--- src/rtl/ad9122_tx_feeder.sv ---
// ad9122_tx_feeder: buffers I/Q samples in a small FIFO, primes it, then
// streams one I/Q pair per clock to the AD9122 DDR transmit stage. Also
// sequences the DCI output-delay tap load (value, then a one-cycle pulse).
module ad9122_tx_feeder #(
  parameter int WIDTH       = 16,
  parameter int AW          = 4,
  parameter int PRIME_LEVEL = 8
) (
  input  logic             clk,
  input  logic             rst_n,
  input  logic             run,
  input  logic [WIDTH-1:0] sample_i,
  input  logic [WIDTH-1:0] sample_q,
  input  logic             sample_valid,
  output logic             sample_ready,
  output logic [WIDTH-1:0] dac_a,
  output logic [WIDTH-1:0] dac_b,
  input  logic             set_delay_stb,
  input  logic [4:0]       set_delay_val,
  output logic [4:0]       delay_value,
  output logic             delay_reset,
  output logic             underrun,
  input  logic             underrun_clr,
  output logic [AW:0]      fifo_level
);

  localparam int DEPTH = 1 << AW;
  localparam logic [AW:0] DEPTH_L = (AW+1)'(DEPTH);
  localparam logic [AW:0] PRIME_L = (AW+1)'(PRIME_LEVEL);

  typedef enum logic [1:0] {
    ST_IDLE   = 2'd0,
    ST_PRIME  = 2'd1,
    ST_STREAM = 2'd2
  } state_t;

  state_t           state_q, state_d;
  logic [AW-1:0]    wr_ptr_q, wr_ptr_d;
  logic [AW-1:0]    rd_ptr_q, rd_ptr_d;
  logic [AW:0]      level_q, level_d;
  logic [WIDTH-1:0] dac_a_q, dac_a_d;
  logic [WIDTH-1:0] dac_b_q, dac_b_d;
  logic             underrun_q, underrun_d;
  logic [4:0]       delay_value_q, delay_value_d;
  logic             delay_pend_q, delay_pend_d;
  logic             delay_reset_q, delay_reset_d;

  logic [WIDTH-1:0] fifo_i_mem [DEPTH];
  logic [WIDTH-1:0] fifo_q_mem [DEPTH];

  logic full;
  logic empty;
  logic flush;
  logic push;
  logic pop_try;
  logic pop;
  logic underrun_evt;

  // FIFO handshake, flush on leaving a running state, and pop/underrun decode
  always_comb begin
    full         = (level_q == DEPTH_L);
    empty        = (level_q == '0);
    sample_ready = !full && rst_n;
    flush        = !run && (state_q != ST_IDLE);
    push         = sample_valid && sample_ready && !flush;
    pop_try      = (state_q == ST_STREAM) && run;
    pop          = pop_try && !empty;
    underrun_evt = pop_try && empty;
  end

  // Next-state, FIFO bookkeeping, output words, underrun flag and delay sequencer
  always_comb begin
    state_d       = state_q;
    wr_ptr_d      = wr_ptr_q;
    rd_ptr_d      = rd_ptr_q;
    level_d       = level_q;
    dac_a_d       = '0;
    dac_b_d       = '0;
    underrun_d    = underrun_q;
    delay_value_d = delay_value_q;
    delay_pend_d  = 1'b0;
    delay_reset_d = 1'b0;

    if (!run) begin
      state_d = ST_IDLE;
    end else begin
      unique case (state_q)
        ST_IDLE:   state_d = ST_PRIME;
        ST_PRIME:  if (level_q >= PRIME_L) state_d = ST_STREAM;
        ST_STREAM: if (empty) state_d = ST_PRIME;
        default:   state_d = ST_IDLE;
      endcase
    end

    if (flush) begin
      wr_ptr_d = '0;
      rd_ptr_d = '0;
      level_d  = '0;
    end else begin
      if (push) wr_ptr_d = wr_ptr_q + 1'b1;
      if (pop)  rd_ptr_d = rd_ptr_q + 1'b1;
      if (push && !pop)      level_d = level_q + 1'b1;
      else if (pop && !push) level_d = level_q - 1'b1;
    end

    if (pop) begin
      dac_a_d = fifo_i_mem[rd_ptr_q];
      dac_b_d = fifo_q_mem[rd_ptr_q];
    end

    if (underrun_evt)      underrun_d = 1'b1;
    else if (underrun_clr) underrun_d = 1'b0;

    // A newer strobe restarts the sequence, so the pulse follows only the last one
    if (set_delay_stb) begin
      delay_value_d = set_delay_val;
      delay_pend_d  = 1'b1;
    end else begin
      delay_reset_d = delay_pend_q;
    end
  end

  // State and output registers; reset leaves a pending delay load so the
  // transmit stage is loaded with tap 0 right after reset release
  always_ff @(posedge clk) begin
    if (!rst_n) begin
      state_q       <= ST_IDLE;
      wr_ptr_q      <= '0;
      rd_ptr_q      <= '0;
      level_q       <= '0;
      dac_a_q       <= '0;
      dac_b_q       <= '0;
      underrun_q    <= 1'b0;
      delay_value_q <= '0;
      delay_pend_q  <= 1'b1;
      delay_reset_q <= 1'b0;
    end else begin
      state_q       <= state_d;
      wr_ptr_q      <= wr_ptr_d;
      rd_ptr_q      <= rd_ptr_d;
      level_q       <= level_d;
      dac_a_q       <= dac_a_d;
      dac_b_q       <= dac_b_d;
      underrun_q    <= underrun_d;
      delay_value_q <= delay_value_d;
      delay_pend_q  <= delay_pend_d;
      delay_reset_q <= delay_reset_d;
    end
  end

  // FIFO storage write; contents need no reset since level/pointers guard them
  always_ff @(posedge clk) begin
    if (push) begin
      fifo_i_mem[wr_ptr_q] <= sample_i;
      fifo_q_mem[wr_ptr_q] <= sample_q;
    end
  end

  assign dac_a       = dac_a_q;
  assign dac_b       = dac_b_q;
  assign underrun    = underrun_q;
  assign delay_value = delay_value_q;
  assign delay_reset = delay_reset_q;
  assign fifo_level  = level_q;

endmodule

--- config.mk ---
export PLATFORM = sky130hd
export DESIGN_NAME = ad9122_tx_feeder
export DESIGN_NICKNAME = d
export VERILOG_FILES = /design/src/rtl/ad9122_tx_feeder.sv
export SDC_FILE = /design/constraint.sdc
export NUM_CORES = 1
export LEC_CHECK = 0
export BUFFER_PORTS_ARGS = -buffer_cell sky130_fd_sc_hd__buf_2
export CORE_ASPECT_RATIO = 2
export CORE_MARGIN = 2
export CORE_UTILIZATION = 60
export DETAILED_ROUTE_END_ITERATION = 12
export PLACE_DENSITY = 0.85
export SYNTH_ARGS = -nofsm -noshare
export SYNTH_HDL_FRONTEND = slang
export SYNTH_SLANG_ARGS = --single-unit
--- constraint.sdc ---
create_clock -name clk -period 4.31 [get_ports clk]
set_input_delay 0.2155 -clock clk [delete_from_list [all_inputs] [get_ports clk]]
set_output_delay 0.2155 -clock clk [all_outputs]
set_load 0.005 [all_outputs]
### After elaboration in Yosys (flattened, before gate mapping)

Memory sizes are Yosys's and may differ from the RTL's. A register that Yosys moved wholly into a read port is not among the register bits.
Index checks and enable logic that the tools add are counted.

| storage, ports and cells | value |
|---|---|
| RAM bits | 512 |
| memories | 2 |
| register bits | 23 |

| cells by class | value |
|---|---|
| bitwise gates (word level) | 1 |
| $lt $le $gt $ge | 1 |
| reduce and logical (&&, ||, !) cells | 27 |
| mux-type cells | 10 |
| equal/unequal tests | 5 |
| add/subtract/negate cells | 4 |

Memories:

| memory | words | width | rd ports | clocked after memory_dff | wr ports | line | text |
|---|---|---|---|---|---|---|---|
| fifo_i_mem | 16 | 16 | 1 | 1 | 1 | 48 | `logic [WIDTH-1:0] fifo_i_mem [DEPTH];` |
| fifo_q_mem | 16 | 16 | 1 | 1 | 1 | 49 | `logic [WIDTH-1:0] fifo_q_mem [DEPTH];` |

Operators with widths:

| kind | number |
|---|---|
| $mux W5 | 2 |
| $logic_and A1 B1 Y1 | 9 |
| $add A4 B1 Y4 const B | 2 |
| $logic_not A1 Y1 | 8 |
| $pmux W2 S3 | 1 |
| $reduce_and A2 Y1 | 3 |
| $reduce_bool A2 Y1 | 3 |
| $add A5 B1 Y5 const B | 1 |
| $eq A5 B5 Y1 const B | 1 |
| $ge A5 B4 Y1 const B | 1 |
| $logic_not A5 Y1 | 1 |
| $mux W1 | 5 |
| $sub A5 B1 Y5 const B | 1 |
| $mux W2 | 2 |
| $ne A2 B2 Y1 const B | 2 |
| $reduce_or A2 Y1 | 2 |
| $eq A2 B1 Y1 const B | 1 |
| $eq A2 B2 Y1 const B | 1 |
| $logic_not A2 Y1 | 1 |
| $not A1 Y1 | 1 |

### Longest topological paths before layout

| logic depth | value |
|---|---|
| depth in word-level cells | 9 |
| depth in mapped cells | 11 |
| mapped depth without buffers | 10 |

### Worst setup path before layout

Ideal clock, no wire load.

| timing | value |
|---|---|
| path kind | reg-to-reg |
| from | register level_q[0] (netlist: fifo_level[0]) |
| to | memory fifo_i_mem[0][0], enable pin |
| stages on the path, launching flop included | 5 |
| data required time | 3,849 ps |
| path buffers | 0 |
| clock period less this slack | 3,789 ps |
| library setup time | 461 ps |
| data arrival time | 3,328 ps |
| path slack | 521 ps |
| cell sequence | dfxtp_1 -> nor4_1 -> a21boi_1 -> nand3_1 -> nor3_1 |

| on the way | value |
|---|---|
| longest elaborated chain between the ends | 7 |

Ends and longest elaborated chain:

| item | line | text |
|---|---|---|
| from (decl) | 40 | `logic [AW:0] level_q, level_d;` |
| from (signal assigned) | 141 | `level_q <= level_d;` |
| $eq A5 B5 Y1 | 61 | `full = (level_q == DEPTH_L);` |
| $logic_not A1 Y1 | 63 | `sample_ready = !full && rst_n;` |
| $logic_and A1 B1 Y1 | 63 |  |
| $logic_and A1 B1 Y1 (2 in a row) | 65 | `push = sample_valid && sample_ready && !flush;` |
| $mux W1 | 153 | `if (push) begin` |
| $mux W1 (not written as such) | 154 | `fifo_i_mem[wr_ptr_q] <= sample_i;` |
| to (decl) | 48 |  |

No other way between the ends.

### Worst setup path in the final report

| timing | value |
|---|---|
| from | register level_q[0] (netlist: fifo_level[0]) |
| to | memory fifo_q_mem[6][10], enable pin |

| on the way | value |
|---|---|
| longest elaborated chain between the ends | 7 |

Ends and longest elaborated chain:

| item | line | text |
|---|---|---|
| $eq A5 B5 Y1 | 61 |  |
| $logic_not A1 Y1 | 63 |  |
| $logic_and A1 B1 Y1 | 63 |  |
| $logic_and A1 B1 Y1 (2 in a row) | 65 |  |
| $mux W1 | 153 |  |
| $mux W1 (not written as such) | 155 | `fifo_q_mem[wr_ptr_q] <= sample_q;` |
| to (decl) | 49 |  |

No other way between the ends.

==> flow_summary.json <==
{
  "status": "finished clean",
  "power_switching_mw": 2.02,
  "clock-sinks": 567,
  "muxShareOfSynthArea_pct": 17.1,
  "finalCritPeriodShare_pct": 70.4,
  "drtIter0Drc": 933,
  "total_leakage_power_nw": 7.60,
  "p_per_area_nw_per_um2": 438,
  "layout_min_cycle_time_ps": 3030,
  "die_h_um": 271,
  "ir_worst_vdd_mv": 0.420,
  "nFillCells": 2036,
  "grt_max_degree": 75,
  "antenna_found_initial": 0,
  "core_sq_um": 35100,
  "vias_per_cell": 6.34,
  "synth_top_family_by_area": "multiplexers",
  "layout_commonest_cell": "edfxtp_1",
  "gr-usage-met3_pct": 3.04,
  "nets": 1154,
  "synth.distinct_cells": 47,
  "grt_pass1_vias": 10800,
  "die_area_sq_um": 37200,
  "p_seq_share_pct": 57.6,
  "critPathSlowestCell": "nor2_4",
  "boundaryPins": 88,
  "hold_depth": 2,
  "antenna_cells": 0,
  "synth.avg_cell_area_sq_um": 21.7,
  "syn-cell-area_sq_um": 21400,
  "ant_nets": 0,
  "synth-edff-count": 512,
  "wire_per_inst_um": 27.2,
  "rsz0062_at_grt": "no",
  "p_sw_share_pct": 19.2,
  "final-seq-area_sq_um": 16500,
  "finalSetupViolations": 0,
  "met1_usage_pct": 29.4,
  "grt-ovfl-total": 0,
  "setup.worst_path.start_class": "flop",
  "synth-simple-area-share_pct": 1.97,
  "route.vias.total": 10000,
  "worst_slack_ps": 1280,
  "drv_cap": 0,
  "r2r-start": "fifo_level[0]",
  "cp.required_ps": 4540,
  "cts-root-buf": "clkbuf_16",
  "p_comb_share_pct": 2.5,
  "io_buffers": 87,
  "hpwlAfterDp_mm": 24.7,
  "gr-usage-met2_pct": 42.0,
  "area_delta_synth_final_pct": 12.4,
  "crit_family": "simple AND/OR/NAND/NOR gates",
  "setup_tns_ps": 0,
  "synthCells": 986,
  "hp-class": "in2reg",
  "startpoint": "fifo_level[0]",
  "rows": 97,
  "synthXorXnorAreaFrac_pct": 0.328,
  "yosysWarnings": 0,
  "ys_seq_area_share_pct": 77.2,
  "fp.dieW_um": 137,
  "crit_type": "reg2reg",
  "cts.reportedPaths.clkPinSlew_ps": 70,
  "worst_slew_pin_slew_ps": 1180,
  "gp_congestion": 0.764,
  "crit_chain": "nor4_1, a21boi_1, nand3_1, nor2_4, buf_4",
  "track_usage_pct": 24.0,
  "pre_cts_slack_ps": 1370,
  "p_total_mw": 10.5,
  "synth-compound-area-share_pct": 1.52,
  "critPathMaxFanout": 17,
  "synth_nets": 1039,
  "clock_power_share_pct": 39.9,
  "numCtsBuffers": 45,
  "final_cell_mix": "512 x edfxtp_1, 128 x mux4_2, 87 x buf_2",
  "path_depth": 5,
  "dpl_cell_area_sq_um": 22400,
  "critPathArrivalTime_ps": 3260,
  "synthArstFlopShare_pct": 0,
  "final_max_slew_viol_count": 0,
  "slew_headroom_pct": 21.2,
  "dp.cells": 1491,
  "h-tree-depth": 2,
  "drive_gt1_share_pct": 31.3,
  "tritoncts": "done",
  "drc": 0,
  "top_usage_layer": "met2",
  "fin_util_pct": 68.4,
  "fin_cells": 1581,
  "internal_power_mw": 8.49,
  "hold-worst-slack_ps": 27.1,
  "wirelength_mm": 43.1,
  "synthAdderAreaFrac_pct": 0.621,
  "finalHoldViolations": 0,
  "skew_ps": 11.9,
  "ys_ff_latch": 567,
  "synth_flop_cell": "edfxtp_1",
  "cts.path.max_buffers": 3,
  "finalInstanceArea_sq_um": 24000,
  "multi_input_area_sq_um": 4710,
  "firstDrtPassIters": 5,
  "start_util_pct": 60.9,
  "grt_pass1_wl_mm": 64.6,
  "clk_latency_ps": 560,
  "endpoint_kind": "flop",
  "ff2ff_path_depth": 5,
  "max_stage_delay_ps": 710,
  "max_freq_mhz": 330,
  "crit_buf_inv": 1,
  "min_from": "set_delay_stb"
}
## worst paths after layout
| path | end | slack, ps |
|---|---|---|
| max | fifo_q_mem[6][10] | 1280 |
| min | delay_pend_q | 30 |
| max reg2reg | fifo_q_mem[6][10] | 1280 |
| min reg2reg | delay_reset | 410 |
## worst reg2reg max path, delay by kind of cell (launching register included)
kind	cells	cell delay, ps
flip-flops	1	440
AO/OA/AOI/OAI	1	510
buffers and inverters	1	440
AND/OR/NAND/NOR	3	1300
## state kept, by name (all words and copies together) (netlist names)
register      flops
dac_b            16
delay_pend_q      1
fifo_i_mem      256
delay_value       5
rd_ptr_q          4
state_q           2
wr_ptr_q          4
dac_a            16
fifo_q_mem      256
underrun          1
delay_reset       1
fifo_level        5
## power groups by stage
stage	Clock, mW	Combinational, mW	Sequential [mW]
5_1_grt	4.43	0.286	6.06
6_report	4.20	0.260	6.05
2_1_floorplan	0	0.118	6.17
3_3_place_gp	0	0.238	6.17
4_1_cts	4.26	0.260	6.05
3_5_place_dp	0	0.252	6.18
## cell usage after synthesis, types with 6 or more instances
master | number | area (sq um)
inv_1 | 6 | 22.5
xor2_1 | 6 | 52.6
nor2b_1 | 6 | 37.5
mux2_2 | 32 | 360
o21ai_0 | 22 | 110
dfxtp_1 | 55 | 1100
mux2i_1 | 41 | 410
ha_1 | 9 | 113
o21ai_1 | 9 | 45.0
edfxtp_1 | 512 | 15400
clkbuf_1 | 20 | 75.1
nand2_1 | 35 | 131
buf_1 | 7 | 26.3
nor2_1 | 26 | 97.6
mux4_2 | 128 | 2880
buf_2 | 16 | 80.1
## what timing repair did
item,in CTS,in global routing
gates resized for setup,0,0
buffers inserted,0,0
hold buffers,8,0
endpoints found under the hold margin,9,0
## cell type report
type	instances	area share (%)
Clock inverter	18	0.907
Inverter	6	0.0938
Sequential cell	567	68.7
Tap cell	445	2.32
Timing Repair Buffer	119	3.05
Clock buffer	64	5.33
Multi-Input combinational cell	362	19.6
## cell families after synthesis
logic type                 after synthesis
AOI/OAI and AO/OA                       52
xor gates and xnor gates                 8
adders and majority gates               10
buffers and inverters                   57
DFF                                    567
muxes                                  201
and+or+nand+nor                         91
## layer usage
layer	vias up	part of all wire (%)
li1	4250	-
met1	5183	35
met2	465	55
met3	118	5.7
met4	0	4.5
met5	-	0
No activity file was read; power rests on OpenSTA's default activity.
